`src/rtl/two_level_bp_pkg.sv`:
```
// Shared types, default sizes and the saturating-counter helper for the
// two-level branch predictor.
package two_level_bp_pkg;

  typedef enum logic {
    BP_LOCAL  = 1'b0,
    BP_GSHARE = 1'b1
  } bp_mode_t;

  localparam int BP_BHT_IDX_BITS = 5;
  localparam int BP_HIST_LEN     = 6;
  localparam int BP_CTR_BITS     = 2;

  // Metadata carried down the pipeline with each branch, at the default sizes.
  typedef struct packed {
    logic [BP_HIST_LEN-1:0]     pht_idx;
    logic [BP_HIST_LEN-1:0]     hist;
    logic [BP_BHT_IDX_BITS-1:0] bht_idx;
    logic [BP_CTR_BITS-1:0]     ctr;
  } bp_meta_t;

  // Counters are at most 4 bits wide; narrower counters ride in the low bits.
  function automatic logic [3:0] bp_sat_update(input logic [3:0] ctr,
                                               input logic       taken,
                                               input int         width);
    logic [3:0] max_val;
    max_val = 4'((1 << width) - 1);
    if (taken) begin
      return (ctr == max_val) ? ctr : ctr + 4'd1;
    end
    return (ctr == 4'd0) ? ctr : ctr - 4'd1;
  endfunction

endpackage

```
`src/rtl/bp_sat_ctr_table.sv`:
```
// Table of 2^IDX_BITS saturating counters: one combinational read port and one
// read-modify-write port. Reset loads every entry with "weakly not-taken".
module bp_sat_ctr_table
  import two_level_bp_pkg::*;
#(
  parameter int IDX_BITS = BP_HIST_LEN,
  parameter int CTR_BITS = BP_CTR_BITS
) (
  input  logic                clk,
  input  logic                rst,
  input  logic [IDX_BITS-1:0] rd_idx,
  output logic [CTR_BITS-1:0] rd_ctr,
  input  logic                upd_en,
  input  logic [IDX_BITS-1:0] upd_idx,
  input  logic                upd_taken
);

  localparam int                DEPTH     = 1 << IDX_BITS;
  localparam logic [CTR_BITS-1:0] CTR_INIT = CTR_BITS'((1 << (CTR_BITS - 1)) - 1);

  logic [CTR_BITS-1:0] mem_reg [DEPTH];
  logic [CTR_BITS-1:0] upd_next;

  // The increment/decrement starts from the live entry, not the fetch-time copy.
  assign upd_next = CTR_BITS'(bp_sat_update(4'(mem_reg[upd_idx]), upd_taken, CTR_BITS));
  assign rd_ctr   = mem_reg[rd_idx];

  always_ff @(posedge clk) begin
    if (rst) begin
      for (int i = 0; i < DEPTH; i++) begin
        mem_reg[i] <= CTR_INIT;
      end
    end else if (upd_en) begin
      mem_reg[upd_idx] <= upd_next;
    end
  end

endmodule

```
`src/rtl/two_level_bp.sv`:
```
// Two-level conditional-branch predictor with local-history or gshare indexing,
// speculative global history with mispredict repair, and perf counters.
module two_level_bp
  import two_level_bp_pkg::*;
#(
  parameter int       BHT_IDX_BITS = BP_BHT_IDX_BITS,
  parameter int       HIST_LEN     = BP_HIST_LEN,
  parameter int       CTR_BITS     = BP_CTR_BITS,
  parameter bp_mode_t MODE         = BP_LOCAL,
  localparam int      META_W       = 2*HIST_LEN + BHT_IDX_BITS + CTR_BITS
) (
  input  logic              clk,
  input  logic              rst,
  input  logic              pred_valid,
  input  logic [31:0]       pred_pc,
  output logic              pred_taken,
  output logic [META_W-1:0] pred_meta,
  input  logic              upd_valid,
  input  logic [META_W-1:0] upd_meta,
  input  logic              upd_taken,
  output logic              upd_mispredict,
  output logic [31:0]       cnt_branches,
  output logic [31:0]       cnt_mispred
);

  logic [BHT_IDX_BITS-1:0] lk_bht_idx;
  logic [HIST_LEN-1:0]     lk_hist;
  logic [HIST_LEN-1:0]     lk_pht_idx;
  logic [CTR_BITS-1:0]     lk_ctr;

  logic [CTR_BITS-1:0]     u_ctr;
  logic [BHT_IDX_BITS-1:0] u_bht_idx;
  logic [HIST_LEN-1:0]     u_hist;
  logic [HIST_LEN-1:0]     u_pht_idx;

  logic [31:0] cnt_branches_reg;
  logic [31:0] cnt_mispred_reg;

  // Which inputs matter depends on MODE; fold them all here to keep lint quiet.
  logic unused_inputs;
  assign unused_inputs = ^{pred_valid, pred_pc, upd_meta};

  assign lk_bht_idx = pred_pc[BHT_IDX_BITS+1:2];

  assign u_ctr     = upd_meta[CTR_BITS-1:0];
  assign u_bht_idx = upd_meta[CTR_BITS +: BHT_IDX_BITS];
  assign u_hist    = upd_meta[CTR_BITS+BHT_IDX_BITS +: HIST_LEN];
  assign u_pht_idx = upd_meta[META_W-1 -: HIST_LEN];

  assign pred_taken     = lk_ctr[CTR_BITS-1];
  assign pred_meta      = {lk_pht_idx, lk_hist, lk_bht_idx, lk_ctr};
  assign upd_mispredict = upd_valid & (u_ctr[CTR_BITS-1] != upd_taken);

  bp_sat_ctr_table #(
    .IDX_BITS (HIST_LEN),
    .CTR_BITS (CTR_BITS)
  ) u_pht (
    .clk       (clk),
    .rst       (rst),
    .rd_idx    (lk_pht_idx),
    .rd_ctr    (lk_ctr),
    .upd_en    (upd_valid),
    .upd_idx   (u_pht_idx),
    .upd_taken (upd_taken)
  );

  generate
    if (MODE == BP_LOCAL) begin : g_local
      logic [HIST_LEN-1:0] bht_reg [1 << BHT_IDX_BITS];

      // Local history is only ever written with resolved outcomes.
      always_ff @(posedge clk) begin
        if (rst) begin
          for (int i = 0; i < (1 << BHT_IDX_BITS); i++) begin
            bht_reg[i] <= '0;
          end
        end else if (upd_valid) begin
          bht_reg[u_bht_idx] <= {bht_reg[u_bht_idx][HIST_LEN-2:0], upd_taken};
        end
      end

      assign lk_hist    = bht_reg[lk_bht_idx];
      assign lk_pht_idx = lk_hist;
    end else begin : g_gshare
      logic [HIST_LEN-1:0] ghr_reg;
      logic [HIST_LEN-1:0] ghr_next;

      // A mispredict rebuilds history from the branch's own snapshot, which
      // overrides any speculative shift from a fetch in the same cycle.
      always_comb begin
        ghr_next = ghr_reg;
        if (upd_mispredict) begin
          ghr_next = {u_hist[HIST_LEN-2:0], upd_taken};
        end else if (pred_valid) begin
          ghr_next = {ghr_reg[HIST_LEN-2:0], pred_taken};
        end
      end

      always_ff @(posedge clk) begin
        if (rst) begin
          ghr_reg <= '0;
        end else begin
          ghr_reg <= ghr_next;
        end
      end

      assign lk_hist    = ghr_reg;
      assign lk_pht_idx = ghr_reg ^ pred_pc[HIST_LEN+1:2];
    end
  endgenerate

  always_ff @(posedge clk) begin
    if (rst) begin
      cnt_branches_reg <= '0;
      cnt_mispred_reg  <= '0;
    end else begin
      if (upd_valid && (cnt_branches_reg != 32'hFFFF_FFFF)) begin
        cnt_branches_reg <= cnt_branches_reg + 32'd1;
      end
      if (upd_mispredict && (cnt_mispred_reg != 32'hFFFF_FFFF)) begin
        cnt_mispred_reg <= cnt_mispred_reg + 32'd1;
      end
    end
  end

  assign cnt_branches = cnt_branches_reg;
  assign cnt_mispred  = cnt_mispred_reg;

endmodule

```
`config.mk`:
```
export PLATFORM = sky130hd
export DESIGN_NAME = two_level_bp
export DESIGN_NICKNAME = d
export VERILOG_FILES = /design/src/rtl/two_level_bp_pkg.sv /design/src/rtl/bp_sat_ctr_table.sv /design/src/rtl/two_level_bp.sv
export SDC_FILE = /design/constraint.sdc
export NUM_CORES = 1
export LEC_CHECK = 0
export CAP_MARGIN = 20
export CELL_PAD_IN_SITES_DETAIL_PLACEMENT = 0
export CELL_PAD_IN_SITES_GLOBAL_PLACEMENT = 1
export CORE_ASPECT_RATIO = 2
export CORE_MARGIN = 2
export CORE_UTILIZATION = 49
export CTS_CLUSTER_SIZE = 16
export DETAILED_ROUTE_END_ITERATION = 8
export PLACE_DENSITY = 0.82
export SETUP_SLACK_MARGIN = 0.15
export SYNTH_ARGS = -nofsm -noshare
export SYNTH_HDL_FRONTEND = slang
export SYNTH_HIERARCHICAL = 1
export SYNTH_SLANG_ARGS = --single-unit
```
`constraint.sdc`:
```
create_clock -name clk -period 10.5 [get_ports clk]
set_input_delay 3.15 -clock clk [delete_from_list [all_inputs] [get_ports clk]]
set_output_delay 3.15 -clock clk [all_outputs]
set_load 0.005 [all_outputs]
```
Word-level counts from Yosys, hierarchy flattened

Memories as Yosys holds them, arrays and structs flattened.
Cells that the tools add are included.

Bits in registers: 64
RAM bits: 320
Input port bits: 56
Output and inout bits: 85
Word-level logic and storage cells: 34
Memories kept: 2

Memories:

| name            | depth | width | read ports | clocked after memory_dff | write ports | line                   | text |
|---|---|---|---|---|---|---|---|
| g_local.bht_reg | 32    | 6     | 2          | 0                        | 32          | two_level_bp.sv:69     | `logic [HIST_LEN-1:0] bht_reg [1 << BHT_IDX_BITS];` |
| u_pht.mem_reg   | 64    | 2     | 2          | 0                        | 64          | bp_sat_ctr_table.sv:21 | `logic [CTR_BITS-1:0] mem_reg [DEPTH];` |

Add/subtract/negate cells: 4
Eq/ne operators: 4
Mux-type cells: 16
Bitwise operators: 1
Reduce and logical (&&, ||, !) cells: 5

Operators with widths:

| cell                                             | count |
|---|---|
| adder 32 x 1 -> 32 bit, second input constant    | 2 |
| inequality test 32 bit, second input constant    | 2 |
| two-way mux 6 bit                                | 2 |
| two-way mux 2 bit                                | 5 |
| two-way mux 1 bit                                | 8 |
| OR reduction 6 bit                               | 1 |
| two-way mux 5 bit                                | 1 |
| adder 2 x 1 -> 2 bit, second input constant      | 1 |
| == test 2 bit, second input constant             | 1 |
| logical AND 1 bit                                | 2 |
| zero test 2 bit                                  | 1 |
| OR reduction 2 bit                               | 1 |
| subtractor 2 x 1 -> 2 bit, second input constant | 1 |
| bitwise AND 1 bit                                | 1 |
| inequality test 1 bit                            | 1 |

Depth between registers and ports, before layout

Gate-level depths: netlist (run 1).
An unclocked memory read counts as a cell.

Depth in word-level cells: 6
Depth in mapped cells: 14

Hierarchy

The synthesis (run 1) kept the hierarchy.

By module, submodules not included:

| module           | instances | cells an instance | area an instance (µm²) |
|---|---|---|---|
| two_level_bp     | 1         | 1069              | 13237.7 |
| bp_sat_ctr_table | 1         | 635               | 7783.7 |

Worst setup path after synthesis (run 1)

No wires, ideal clock.

Kind: input to output
From: in pred_pc[3]
To: out pred_meta[0]
Arrival time: 6767 ps
Data required time: 7350 ps
Path slack: 583 ps
Stages: 11
Path buffers: 4
Path through: clkbuf_1 -> clkbuf_1 -> mux4_2 -> mux2i_1 -> a22oi_1 -> o21a_1 -> clkbuf_1 -> buf_1 -> mux4_2 -> mux4_2 -> mux4_2

Cells in the longest elaborated chain, start to end: 2

Ends and longest elaborated chain:

| item                   | line               | text |
|---|---|---|
| start, declared        | two_level_bp.sv:15 | `input logic [31:0] pred_pc,` |
| memory (32 x 6 bit)    | n/a                |  |
| named net pred_meta[7] | two_level_bp.sv:17 | `output logic [META_W-1:0] pred_meta,` |
| memory (64 x 2 bit)    | n/a                |  |
| end, declared          | two_level_bp.sv:17 |  |

The timed path passes the listed nets, and every way through them passes these cells.

Worst setup path in the final report (run 1)

From: in pred_pc[2]
To: out pred_meta[0]

Cells in the longest elaborated chain, start to end: 2

Ends and longest elaborated chain:

| item |
|---|
| memory (32 x 6 bit) |
| memory (64 x 2 bit) |

Every way passes these cells.

==> impl_metrics.csv, run 1 <==
group,metric,value,unit
global_routing,grt_max_degree,83,
floorplan,io_pins,141,
cells_and_area,final_common_cell,"edfxtp_1",
detailed_routing,drt-initial-drc-count,1105,
synthesis,synth_area_leaders,"edfxtp_1, mux4_2, dfxtp_1",
placement,hpwl,42700,µm
detailed_routing,drt_wl_total,59000,µm
synthesis,synth-simple-area-share,17.8,%
cells_and_area,diodes,0,
sta,fin_setup_tns,0,ns
critical_path,path_class,"in -> out",
clock_tree,htreeDepth,2,
detailed_routing,drt_first_pass_iters,5,
detailed_routing,drcViolationCount,0,
hold_path,hold_class,"reg -> reg",
critical_path,rrSetupSlack,6.69,ns
floorplan,dieArea,44700,µm²
cells_and_area,layout_common_cells,"edfxtp_1, nor2_1, mux4_2",
sta,fmax,97.7,MHz
synthesis,syn_nets,1762,
synthesis,syn_area,21000,µm²
sta,tightest_slew,1.02,ns
synthesis,synthAdderAreaFrac,0.226,%
sta,hold_violations,0,
detailed_routing,vias_per_cell,6.43,
power,power_density,146,nW/µm²
critical_path,critPathLaunchType,"primary input",
sta,finalCritPeriodShare,97.5,%
global_routing,grt_usage,26.4,%
critical_path,cp-end-kind,"primary output",
power,p_leak,7.66,nW
clock_tree,clockBufferDepth,3,
clock_tree,cts_buffers,34,
clock_tree,clockRootBuffer,"clkbuf_16",
placement,place.gp.congestion,0.921,
run,cap_violations,0,
clock_tree,insertion_delay,0.54,ns
run_status,outcome,"complete, no violations",
cells_and_area,largest_reg_flops,192,
global_routing,grt_pass1_vias,15200,
synthesis,ys_seq_elements,384,
clock_tree,cts_tree,"built",
global_routing,antenna_found_initial,0,
placement,place_worst_setup_slack,0.299,ns
synthesis,synth_top_area_share,45.7,%
synthesis,synthArstFlopShare,0,%
floorplan,core_area,42400,µm²
floorplan,dieWidth,150,µm
sta,clock_skew,0.0202,ns
floorplan,rows,107,
hold_path,hold_path_depth,2,
synthesis,synth_enable_flop_cells,320,
critical_path,path_max_fanout,17,
cells_and_area,drive_above_1_share,18.3,%
global_routing,grt_pass1_wl,88000,µm
sta,maxSlewViolCount,0,
clock_tree,postCtsSetupBuffers,0,
clock_tree,cts_resized,0,
cells_and_area,syn2layout_area_growth,11.1,%
clock_tree,cts.clk_slew.worst_paths,0.06,ns
critical_path,critPathRequiredTime,7.35,ns
synthesis,synth-xor-area-share,0.292,%
cells_and_area,fin_util,55.0,%
synthesis,synth_warnings,6,
critical_path,worstRegToRegCells,8,
synthesis,synth-compound-area-share,6.97,%
power,totalPowerFinal,3.41,mW
sta,grt_setup_unrepaired,"false",
clock_tree,ctsHoldBuffers,0,
sta,setup_ws,0.263,ns
floorplan,die_h,297,µm
sta,fin_hold_ws,0.504,ns
synthesis,synth.area.mux_share,18.1,%
sta,min_period,10.24,ns
synthesis,synth_cells,1704,
synthesis,seq_area_frac_synth,51.8,%
synthesis,synth_area_leader_cell,"edfxtp_1",
cells_and_area,nets,1790,
clock_tree,cts_sinks,384,
synthesis,synth_cell_types,68,
sta,setup_viol,0,
detailed_routing,wire_per_inst,25.6,µm
detailed_routing,ant_nets,0,
synthesis,syn_avg_cell_area,12.3,µm²
floorplan,start_util,49.5,%
critical_path,cp.arrival,7.09,ns
sta,slew_headroom,31.4,%
placement,io_buffers,105,
global_routing,overflow,0,
synthesis,synth_top_family_by_area,"multiplexers",
detailed_routing,vias,14800,
synthesis,ys.flop_type,"edfxtp_1",
power,vdd.ir_drop.worst,0.0905,mV
[per-layer routing]
layer | GRT usage, % | part of all wire [%] | wire length [µm] | up-vias
met5 | 0 | 0 | 0 | -
met4 | 19.8 | 8.1 | 4800 | 0
met3 | 3.95 | 5.4 | 3190 | 209
met2 | 49.0 | 55 | 32800 | 631
met1 | 25.4 | 31 | 18300 | 7403
li1 | - | - | - | 6568
[worst max-delay path: stages]
cell             delay (ns)
buf_4                  0.23
buf_12                 0.20
mux4_2                 0.54
mux4_2                 0.47
o21a_2                 0.39
buf_12                 0.24
mux4_2                 0.34
mux4_2                 0.50
mux4_2                 0.54
clkdlybuf4s50_1        0.47
[power breakdown]
part | switching (mW) | total, mW | leakage (nW) | internal [mW]
registers | 0.0248 | 1.71 | 3.61 | 1.69
logic | 0.278 | 0.463 | 3.53 | 0.186
clock network | 0.570 | 1.24 | 0.527 | 0.669
[kinds of logic after synthesis]
kind of cell / Yosys count
AOI/OAI and AO/OA: 212
xor gates and xnor gates: 7
adders and majority gates: 4
buffers and inverters: 173
DFF: 384
muxes: 195
and+or+nand+nor: 729
[cell type report]
cell class / instances / area [µm²]
Timing Repair Buffer: 156 / 1520
Clock inverter: 18 / 164
Tap cell: 545 / 682
Sequential cell: 384 / 10900
Fill cell: 3462 / 19100
Multi-Input combinational cell: 1147 / 9160
Clock buffer: 43 / 905
Inverter: 9 / 33.8
[synth_stat cells (3+ instances only)]
| cell type | count |
|---|---|
| or2_2 | 15 |
| a221oi_2 | 6 |
| buf_6 | 30 |
| xnor2_1 | 3 |
| nand2b_1 | 65 |
| inv_1 | 9 |
| and4_1 | 13 |
| nand3_1 | 74 |
| nor3_1 | 27 |
| nor4_1 | 9 |
| or3_1 | 36 |
| nand2_1 | 108 |
| mux2_2 | 15 |
| nor3b_1 | 7 |
| nand3b_1 | 7 |
| nor2_1 | 239 |
| dfxtp_1 | 64 |
| o21ai_0 | 39 |
| a221oi_1 | 6 |
| mux2i_1 | 32 |
| edfxtp_1 | 320 |
| nor3_2 | 11 |
| and3b_1 | 5 |
| buf_1 | 9 |
| a22oi_1 | 24 |
| and2_1 | 6 |
| buf_4 | 26 |
| nand4_1 | 20 |
| o221ai_1 | 5 |
| a21o_1 | 27 |
| xor2_1 | 4 |
| a211oi_1 | 5 |
| or4_1 | 11 |
| o21a_1 | 6 |
| a22o_1 | 12 |
| and3_1 | 49 |
| buf_2 | 26 |
| nor2b_1 | 15 |
| o22ai_1 | 3 |
| o31ai_1 | 12 |
| a21oi_1 | 50 |
| clkbuf_1 | 72 |
| mux4_2 | 146 |
[worst paths after layout]
check | start | end
max | pred_pc[2] | pred_meta[0]
min | cnt_mispred[20]$_SDFFE_PP0P_ | cnt_mispred[20]$_SDFFE_PP0P_
max reg2reg | u_pht/mem_reg[51][0]$_SDFFCE_PN1P_ | u_pht/mem_reg[8][1]$_SDFFCE_PN0P_
min reg2reg | cnt_mispred[20]$_SDFFE_PP0P_ | cnt_mispred[20]$_SDFFE_PP0P_
[metrics by stage]
step	instance area [µm²]	std cells
4_1_cts	23300	2299
2_1_floorplan	21000	1704
3_3_place_gp	22200	2237
3_5_place_dp	22200	2238
6_report	23400	2302
5_1_grt	23400	2302
Note: power is estimated with default switching activity, not from simulation.
==> run 2, diff against run 1 <==
- CORE_MARGIN: 2 -> not set
- clock period: 10.5 -> 11.4 ns (I/O delays scaled with it)
==> run 2 against run 1 <==
  * Wire length down 0.71%
  * Sequential power shrank 8%
  * Register-to-register slack improved by 1.4 ns
  * Worst hold slack improved by 0.0036 ns
  * Clock skew down 0.0072 ns
  * Count of clock-buffer cells in the layout decreased by 5
  * Sequential share of layout area is essentially flat
  * First-iteration DRC count is 2.0% lower
  * Global-route usage rose by 0.96 points
  * Power down 4.9%
  * Critical endpoint unchanged
  * Largest cell class unchanged
  * Highest routed layer unchanged
==> impl_metrics.csv, run 2 (same netlist as run 1, synthesis figures left out) <==
group,metric,value,unit
run_status,outcome,"complete, no violations",
critical_path,critPathRequiredTime,7.98,ns
sta,tightest_slew,1.10,ns
critical_path,max_stage_delay,0.54,ns
floorplan,io_pins,141,
sta,slew_headroom,26.7,%
power,p_leak,7.62,nW
sta,finalCritPeriodShare,96.6,%
critical_path,critPathLaunchType,"primary input",
critical_path,crit-reg2reg-launch,"u_pht/mem_reg[20][1]$_SDFFCE_PN0P_",
global_routing,overflow,0,
hold_path,hold_path_depth,2,
global_routing,antenna_found_initial,0,
critical_path,path_common_cell,"mux4_2",
sta,fin_setup_tns,0,ns
detailed_routing,vias_per_cell,6.41,
floorplan,die_h,295,µm
detailed_routing,wire_per_inst,25.6,µm
sta,hold_violations,0,
critical_path,worstPathCellList,"buf_4 > buf_4 > mux4_2 > mux4_2 > o21a_2 > mux4_2 > mux4_2 > mux4_2 > clkdlybuf4s50_1",
critical_path,path_max_fanout,34,
critical_path,worstRegToRegCells,8,
critical_path,rrSetupSlack,8.06,ns
clock_tree,ctsHoldBuffers,0,
critical_path,critPathSlowestCell,"o21a_2",
detailed_routing,drt_first_pass_iters,5,
placement,io_buffers,105,
global_routing,grt_pass1_wl,88400,µm
clock_tree,cts_buffers,35,
placement,place.gp.congestion,0.907,
global_routing,grt_pass1_vias,14800,
sta,setup_viol,0,
clock_tree,cts_sinks,384,
clock_tree,htreeDepth,2,
sta,maxSlewViolCount,0,
critical_path,crit_family,"multiplexers",
placement,dpl_cell_area,22100,µm²
floorplan,rows,107,
placement,place_inst,2225,
critical_path,endpoint,"pred_meta[0]",
cells_and_area,nets,1777,
clock_tree,insertion_delay,0.54,ns
critical_path,path_class,"in -> out",
critical_path,cp.buffers_inverters,3,
clock_tree,postCtsSetupBuffers,0,
clock_tree,clockRootBuffer,"clkbuf_16",
clock_tree,cts.clk_slew.worst_paths,0.06,ns
hold_path,hold_class,"reg -> reg",
cells_and_area,final_common_cell,"edfxtp_1",
global_routing,grt_usage,27.4,%
floorplan,dieWidth,148,µm
clock_tree,cts_tree,"built",
critical_path,cp-end-kind,"primary output",
clock_tree,clockBufferDepth,3,
detailed_routing,vias,14700,
cells_and_area,layout_common_cells,"edfxtp_1, nor2_1, mux4_2",
floorplan,dieArea,43800,µm²
placement,hpwl,41800,µm
hold_path,hold_start,"cnt_mispred[20]$_SDFFE_PP0P_",
critical_path,startpoint,"pred_pc[2]",
sta,fin_hold_ws,0.507,ns
global_routing,grt_max_degree,102,
cells_and_area,final_cell_count_no_fill,2291,
cells_and_area,syn2layout_area_growth,11.0,%
sta,fmax,90.8,MHz
cells_and_area,largest_reg_flops,192,
power,vdd.ir_drop.worst,0.121,mV
cells_and_area,drive_above_1_share,18.1,%
sta,min_period,11.01,ns
critical_path,cp.arrival,7.59,ns
detailed_routing,drcViolationCount,0,
detailed_routing,ant_nets,0,
power,totalPowerFinal,3.25,mW
cells_and_area,diodes,0,
critical_path,cp.depth,9,
run,cap_violations,0,
detailed_routing,drt_wl_total,58600,µm
cells_and_area,design_area,23300,µm²
sta,grt_setup_unrepaired,"false",
sta,clock_skew,0.0130,ns
power,power_density,139,nW/µm²
critical_path,rr_endpoint,"u_pht/mem_reg[40][0]$_SDFFCE_PN1P_",
floorplan,start_util,49.5,%
floorplan,core_area,42400,µm²
detailed_routing,drt-initial-drc-count,1083,
run 2: cell count changes in the layout (fill, tap and decap cells not counted), sizes merged:
cell / previous run / this run
clkinv: 10 / 13
inv: 13 / 10
buf: 58 / 44
bufinv: 2 / 6
clkinvlp: 2 / 6
clkbuf: 43 / 38
run 2: through the flow:
stage | setup slack (ns) | utilization (%)
after floorplan | 0.943 | -
after global placement | 0.428 | 52.0
after detailed placement | 0.391 | 52.1
after CTS | 0.393 | 54.9
after global routing | 0.222 | 55.0
final | 0.390 | 55.0
run 2: repair_timing:
item / 4_1_cts / 5_1_grt
hold endpoints to repair: 0 / 0
endpoints found under the setup margin: 0 / 3
gates resized for setup: 0 / 1
run 2: worst min-delay path by stage:
stage	end	slack, ns
CTS	cnt_mispred[18]$_SDFFE_PP0P_	0.51
global placement	cnt_mispred[20]$_SDFFE_PP0P_	0.49
detailed placement	cnt_mispred[31]$_SDFFE_PP0P_	0.50
global route	cnt_mispred[20]$_SDFFE_PP0P_	0.53
floorplan	cnt_mispred[11]$_SDFFE_PP0P_	0.48
finish	cnt_mispred[20]$_SDFFE_PP0P_	0.51
run 2: power by group:
group	switching [mW]	internal (mW)	leakage [nW]
combinational	0.253	0.162	3.44
clock	0.536	0.718	0.578
sequential	0.0219	1.55	3.61
total	0.811	2.43	7.62
run 2: layout make-up:
class,count,area [µm²]
clock buffer,38,908
fill,3429,19100
timing repair buffer,142,1350
multi-input combinational,1147,9170
sequential,384,10900
tap,545,682
inverter,9,33.8
clock inverter,26,299
run 2: worst min-delay path, cell delays in order (launching register included):
cell and delay (ns):
dfxtp_1 0.32, o21ai_0 0.08, a21oi_1 0.06
run 2: routing by layer:
metal	routed length, µm	global-route usage, %	vias up
met4	4510	19.3	0
met3	3090	3.11	189
met2	32900	51.6	595
met1	18100	27.5	7360
li1	-	-	6551
met5	0	0	-
